## config.mk

```make
export PLATFORM = sky130hd
export DESIGN_NAME = ucore_stream_in
export DESIGN_NICKNAME = d
export VERILOG_FILES = /design/src/rtl/ucore_stream_pkg.sv /design/src/rtl/ucore_fifo_ptr.sv /design/src/rtl/ucore_stream_in.sv
export SDC_FILE = /design/constraint.sdc
export NUM_CORES = 1
export LEC_CHECK = 0
export ABC_AREA = 0
export CAP_MARGIN = 20
export CELL_PAD_IN_SITES_DETAIL_PLACEMENT = 0
export CELL_PAD_IN_SITES_GLOBAL_PLACEMENT = 2
export CORE_UTILIZATION = 40
export CTS_CLUSTER_DIAMETER = 200
export DETAILED_ROUTE_END_ITERATION = 10
export PLACE_DENSITY_LB_ADDON = 0.25
export SYNTH_ARGS = -nofsm -noshare
export SYNTH_HDL_FRONTEND = slang
export SYNTH_SLANG_ARGS = --single-unit
```

## constraint.sdc

```tcl
create_clock -name clk -period 5.9 [get_ports clk]
set_clock_uncertainty 0.05 [all_clocks]
set_input_delay 0.885 -clock clk [delete_from_list [all_inputs] [get_ports clk]]
set_output_delay 0.885 -clock clk [all_outputs]
set_load 0.01 [all_outputs]
```

## src/rtl/ucore_stream_pkg.sv

```systemverilog
// Shared widths and helpers for the microcoded-core stream feeder.
// The core generator uses the same defaults, so generated port widths match this block.
package ucore_stream_pkg;

  localparam int unsigned UCORE_WIDTH = 32;
  localparam int unsigned UCORE_DEPTH = 4;

  function automatic int unsigned clog2(input int unsigned n);
    int unsigned r;
    int unsigned v;
    r = 0;
    v = n - 1;
    while (v > 0) begin
      r++;
      v = v >> 1;
    end
    return r;
  endfunction

endpackage

```

## src/rtl/ucore_fifo_ptr.sv

```systemverilog
// FIFO pointer: a counter with an extra MSB wrap bit, increment and load.
// Load takes priority so that a flush can snap the read side onto the write side.
module ucore_fifo_ptr #(
  parameter int unsigned W = 3
) (
  input  logic         clk,
  input  logic         aresetn,
  input  logic         inc,
  input  logic         load,
  input  logic [W-1:0] load_val,
  output logic [W-1:0] ptr
);

  always_ff @(posedge clk or negedge aresetn) begin
    if (!aresetn) begin
      ptr <= '0;
    end else if (load) begin
      ptr <= load_val;
    end else if (inc) begin
      ptr <= ptr + W'(1);
    end
  end

endmodule

```

## src/rtl/ucore_stream_in.sv

```systemverilog
// Input-side feeder for the microcoded core: valid/ready stream into a small FIFO,
// head word presented level-style on core_data and consumed with a core_pop strobe.
module ucore_stream_in
  import ucore_stream_pkg::*;
#(
  parameter  int unsigned WIDTH = UCORE_WIDTH,
  parameter  int unsigned DEPTH = UCORE_DEPTH,
  localparam int unsigned PTR_W = clog2(DEPTH)
) (
  input  logic             clk,
  input  logic             aresetn,
  input  logic             s_valid,
  output logic             s_ready,
  input  logic [WIDTH-1:0] s_data,
  output logic [WIDTH-1:0] core_data,
  output logic             core_valid,
  input  logic             core_pop,
  input  logic             flush,
  output logic [PTR_W:0]   level,
  output logic             err_underflow,
  input  logic             clr_err
);

  logic [PTR_W:0]   wr_ptr;
  logic [PTR_W:0]   rd_ptr;
  logic [WIDTH-1:0] mem [DEPTH];
  logic             full;
  logic             empty;
  logic             push;
  logic             pop;
  logic             underflow;

  // Flags come only from registered pointers; s_ready never depends on s_valid.
  assign full  = (wr_ptr[PTR_W-1:0] == rd_ptr[PTR_W-1:0]) && (wr_ptr[PTR_W] != rd_ptr[PTR_W]);
  assign empty = (wr_ptr == rd_ptr);

  assign s_ready    = !full;
  assign core_valid = !empty;
  assign level      = wr_ptr - rd_ptr;
  assign core_data  = mem[rd_ptr[PTR_W-1:0]];

  assign push      = s_valid && s_ready && !flush;
  assign pop       = core_pop && core_valid && !flush;
  assign underflow = core_pop && !core_valid;

  ucore_fifo_ptr #(.W(PTR_W + 1)) u_wr_ptr (
    .clk      (clk),
    .aresetn  (aresetn),
    .inc      (push),
    .load     (1'b0),
    .load_val ('0),
    .ptr      (wr_ptr)
  );

  ucore_fifo_ptr #(.W(PTR_W + 1)) u_rd_ptr (
    .clk      (clk),
    .aresetn  (aresetn),
    .inc      (pop),
    .load     (flush),
    .load_val (wr_ptr),
    .ptr      (rd_ptr)
  );

  always_ff @(posedge clk or negedge aresetn) begin
    if (!aresetn) begin
      for (int unsigned i = 0; i < DEPTH; i++) begin
        mem[i] <= '0;
      end
    end else if (push) begin
      mem[wr_ptr[PTR_W-1:0]] <= s_data;
    end
  end

  // Set beats clear when both land on the same edge.
  always_ff @(posedge clk or negedge aresetn) begin
    if (!aresetn) begin
      err_underflow <= 1'b0;
    end else if (underflow) begin
      err_underflow <= 1'b1;
    end else if (clr_err) begin
      err_underflow <= 1'b0;
    end
  end

endmodule

```

After elaboration in Yosys (flattened, before gate mapping)
Cells that the tools add are included.
{"block": "op_classes", "muxes": 10, "n_eq_ne": 3, "magnitude_cmp": 3, "add_sub_neg": 3, "n_bitwise": 2, "n_reduce_logical": 12}
{"op": "$bwmux 128", "count": 1}
{"op": "$mux 32", "count": 3}
{"op": "$bmux 32 s2", "count": 1}
{"op": "$demux 32 s2", "count": 1}
{"op": "$logic_and 1x1->1", "count": 7}
{"op": "$add 3x1->3 const B", "count": 2}
{"op": "$ge 3x3->1 const B", "count": 2}
{"op": "$mux 3", "count": 2}
{"op": "$not 2->3", "count": 2}
{"op": "$reduce_bool 2->1", "count": 2}
{"op": "$eq 3x3->1", "count": 1}
{"op": "$logic_not 1->1", "count": 3}
{"op": "$lt 3x1->1 const B", "count": 1}
{"op": "$sub 3x3->3", "count": 1}
{"op": "$eq 2x2->1", "count": 1}
{"op": "$mux 1", "count": 2}
{"op": "$ne 1x1->1", "count": 1}
{"block": "word_totals", "reg_bits": 135, "word_cells": 40, "in_bits": 38, "out_inout_bits": 38}

Longest topological paths before layout
{"block": "depth", "depth_word": 6, "ltp_mapped": 8, "ltp_nobuf": 5}

By module
Synthesis repeated with hierarchy kept, for this count alone.
{"block": "hier_totals", "hier_cells": 364, "area_unflattened_um2": 6314.8}
{"mod": "ucore_stream_in", "n_inst": 1, "cells_per_inst": 336, "area_per_inst_um2": 6007.0}
{"mod": "ucore_fifo_ptr", "n_inst": 2, "cells_per_inst": 14, "area_per_inst_um2": 153.9}

Worst setup path before layout
Ideal clock, no wire load.
{"block": "synth_path", "kind": "flip-flop to output port", "start": "reg u_rd_ptr.ptr[1]", "end": "out core_valid", "t_arrival_ns": 1.490, "path_stages_with_launch": 7, "slack_ns": 3.475, "path_buffers": 2, "t_required_ns": 4.965, "cell_sequence": "dfrtp_1 clkbuf_1 inv_1 ha_1 and2_1 buf_2 nand2_1"}
{"block": "synth_via", "elab_chain_cells": 2}
{"item": "from (decl)", "line": "ucore_fifo_ptr.sv:11", "rtl": "output logic [W-1:0] ptr"}
{"item": "from (signal assigned)", "line": "ucore_fifo_ptr.sv:18", "rtl": "ptr <= load_val;"}
{"item": "from (signal assigned)", "line": "ucore_fifo_ptr.sv:20", "rtl": "ptr <= ptr + W'(1);"}
{"item": "$eq 3x3->1", "line": "ucore_stream_in.sv:35", "rtl": "assign empty = (wr_ptr == rd_ptr);"}
{"item": "$logic_not 1->1", "line": "ucore_stream_in.sv:38", "rtl": "assign core_valid = !empty;"}
{"item": "to (decl)", "line": "ucore_stream_in.sv:16", "rtl": "output logic core_valid,"}
No other way between the ends.

Final worst setup path
{"block": "layout_path", "start": "reg u_rd_ptr.ptr[0]", "end": "out core_data[31]"}
{"block": "layout_via", "elab_chain_cells": 4}
{"item": "$not 2->3 (implied by the code)", "line": "ucore_stream_in.sv:40", "rtl": "assign core_data = mem[rd_ptr[PTR_W-1:0]];"}
{"item": "$bmux 32 s2", "line": "ucore_stream_in.sv:40"}
{"item": "$mux 32 (implied by the code) (2 in a row)", "line": "ucore_stream_in.sv:40"}
{"item": "to (decl)", "line": "ucore_stream_in.sv:15", "rtl": "output logic [WIDTH-1:0] core_data,"}
No other way between the ends. The select of a mux whose other input is x is not followed.

==> summary.txt <==
Cells and area
  – # nets final: 500
  – Most frequent cells in the layout: dfrtp_1, mux2_4, clkdlybuf4s50_1, mux4_2, clkbuf_16
  – Area Growth Syn to Fin: 22.60%
  – # diodes: 0
  – Cell Count, Final, Fillers Out: 682
  – Register area: 3381 sq um
  – Commonest non-fill, non-tap cell in the layout: dfrtp_1
  – Share of cells above drive strength 1: 44.64%
  – Post-route core utilization: 50.74%
  – Footprint of the multi-input gates: 3023 sq um
  – Fillers: 1360

CTS
  – Clk sink count: 135
  – TritonCTS buffer count: 17
  – Worst-Skew Late Latency: 0.41 ns
  – H-tree levels: 4
  – Hold-fix buffers, CTS: 0
  – Max clock buf depth: 2
  – Root buffer cell: clkbuf_16
  – Post-CTS Repair Setup Buffers: 0
  – Reg clk slew, reported paths: 0.06 ns
  – CTS tree: built
  – Post-CTS Resized: 0

Timing
  – Fmax: 271.4 MHz
  – Setup_tns: 0 ns
  – Min cycle time layout: 3.684 ns
  – Setup-failing EPs final: 0
  – RSZ-0062 raised after global routing: no
  – Final hold viol count: 0
  – Relative slew margins: 45.43%
  – Period utilization: 62.45%
  – Hold WS: 0.4337 ns
  – Max Slew Vio Count: 0
  – Slew @ Worst Pin: 0.8160 ns

Synth
  – Post-Syn Area: 6621 sq um
  – Unique cell type count in the Yosys netlist: 30
  – Register area share after synthesis: 51.02%
  – Synth area leaders: dfrtp_1, mux2_4, mux4_2
  – Number of synthesized flops with an enable pin: 0
  – Async S/R FF share, synth: 100.0%
  – Synth area leader: dfrtp_1
  – Syn Area/Cell: 17.80 sq um
  – Top cell type's share of synthesized area: 51.02%
  – Synthesized Nets: 418
  – Flops & latches, synth: 135
  – Ys flop type: dfrtp_1
  – Syn. warnings: 0
  – Syn Inst Count: 372

Place
  – Final GP Congestion: 0.6924
  – Port bufs: 75
  – DPL Wire Length: 7984 um
  – Placed instance count: 651

Flow run
  – Total of max-cap violations: 0

Global routing
  – First-pass GRT wire length: 21530 um
  – Number of global-route vias before repair: 3834
  – Initial antenna violation count: 0
  – Grt total ovfl: 0
  – Largest net degree at the start of global routing: 74
  – Total Routing Usage GR: 17.15%

Critical path
  – R2r startpoint: u_rd_ptr.ptr[0]
  – WP data required: 4.97 ns
  – Critical path type: reg -> out
  – CP Launch Type: flip-flop
  – Critical path peak fanout: 20
  – Setup crit end kind: output pin
  – CP max stage cell: dfrtp_2
  – Critical path arrival: 2.75 ns
  – Crit-path cells: buf_4, mux4_2, clkdlybuf4s50_1
  – CP max stage delay: 0.77 ns
  – Critical Path Source: u_rd_ptr.ptr[0]

Route
  – Initial DRC Count: 146
  – Number of remaining DRC errors: 0
  – ANT nets after route: 0
  – DRT Pass-1 Iters: 4
  – Routed vias: 3450
  – Routed wire length per instance: 19.37 um
  – Via/cell ratio: 5.059
  – Total Wirelength: 13210 um

Power
  – Cell Pwr Density: 630.4 nW/um^2
  – Leakage: 3.483 nW
  – Overall power: 0.005117 W
  – Max IR drop VDD: 0.3254 mV

Floorplanning
  – Die W: 130.7 um
  – Die ar.: 17070 sq um
  – Std-Cell Rows: 46
  – Die Ht: 130.7 um
  – Starting density of the core: 41.38%
  – Core area: 16000 sq um
  – Top-level I/O count: 76

Outcome
  – Status: complete, no violations

Worst hold path
  – Worst Hold Class: in -> async
-- final timing paths --
kind / endpoint / cells past startpoint / slack [ns]
setup reg to reg: mem[63] / 5 / 2.64
hold / removal: mem[73] / 1 / 0.43
hold reg to reg: mem[0] / 1 / 0.45
max in group asynchronous: mem[78] / 2 / 4.11
setup / recovery: core_data[31] / 3 / 2.22
min in group clk: mem[0] / 1 / 0.45
-- cell type report --
type / count / share of cell area, %
Sequential cell: 135 / 41.65
Timing Repair Buffer: 85 / 10.19
Tap cell: 216 / 3.329
Multi-Input combinational cell: 204 / 37.24
Clock buffer: 23 / 5.888
Inverter: 11 / 0.5086
Clock inverter: 8 / 1.202
-- power breakdown --
part / switching (W) / internal [W]
sequential: 0.000307 / 0.00140
clock: 0.000385 / 0.000651
combinational: 0.000844 / 0.00153
total: 0.00154 / 0.00358
-- cells in the mapped netlist (2+ instances only) --
library cell,instances
buf_6,12
mux2_4,119
xnor2_1,3
mux4_2,32
nand3_1,3
inv_1,11
a211oi_4,4
nor2_1,2
dfrtp_1,135
ha_1,7
buf_2,5
clkbuf_1,5
a21oi_1,3
mux2_2,10
nand2_1,6
-- worst max-delay path: cells and delay by family (launching register included) --
family / cells / cell delay (ns)
buffers and inverters: 2 / 1.00
DFF: 1 / 0.77
muxes: 1 / 0.55
-- flip-flops by register name, indices dropped and copies added (netlist names) --
name and count:
u_rd_ptr.ptr 3, u_wr_ptr.ptr 3, mem 128, err_underflow 1
-- metrics by stage --
stage	cell area (sq um)	worst slack (ns)
6_report	8118	2.216
5_1_grt	8118	2.011
4_1_cts	8118	2.107
3_5_place_dp	7542	2.209
3_3_place_gp	7542	2.267
2_1_floorplan	6621	3.475
-- cells by family after synthesis --
kind of cell             count (synthesis)  share of synthesized area [%]
multiplexers                           161                          39.57
AO/OA/AOI/OAI                           14                          2.268
AND/OR/NAND/NOR                         16                          1.247
buffers and inverters                   33                          3.326
XOR/XNOR                                 5                         0.9450
adder cells (fa/ha/maj)                  8                          1.625
flip-flops                             135                          51.02
-- metal layers --
layer | vias to the layer above | GRT usage, % | part of all wire [%]
met5 | - | 0 | 0
met1 | 1835 | 23.31 | 48
li1 | 1529 | - | -
met2 | 70 | 26.61 | 47
met3 | 16 | 4.479 | 4.2
met4 | 0 | 6.085 | 1.3
Note: power is estimated with default switching activity, not from simulation.
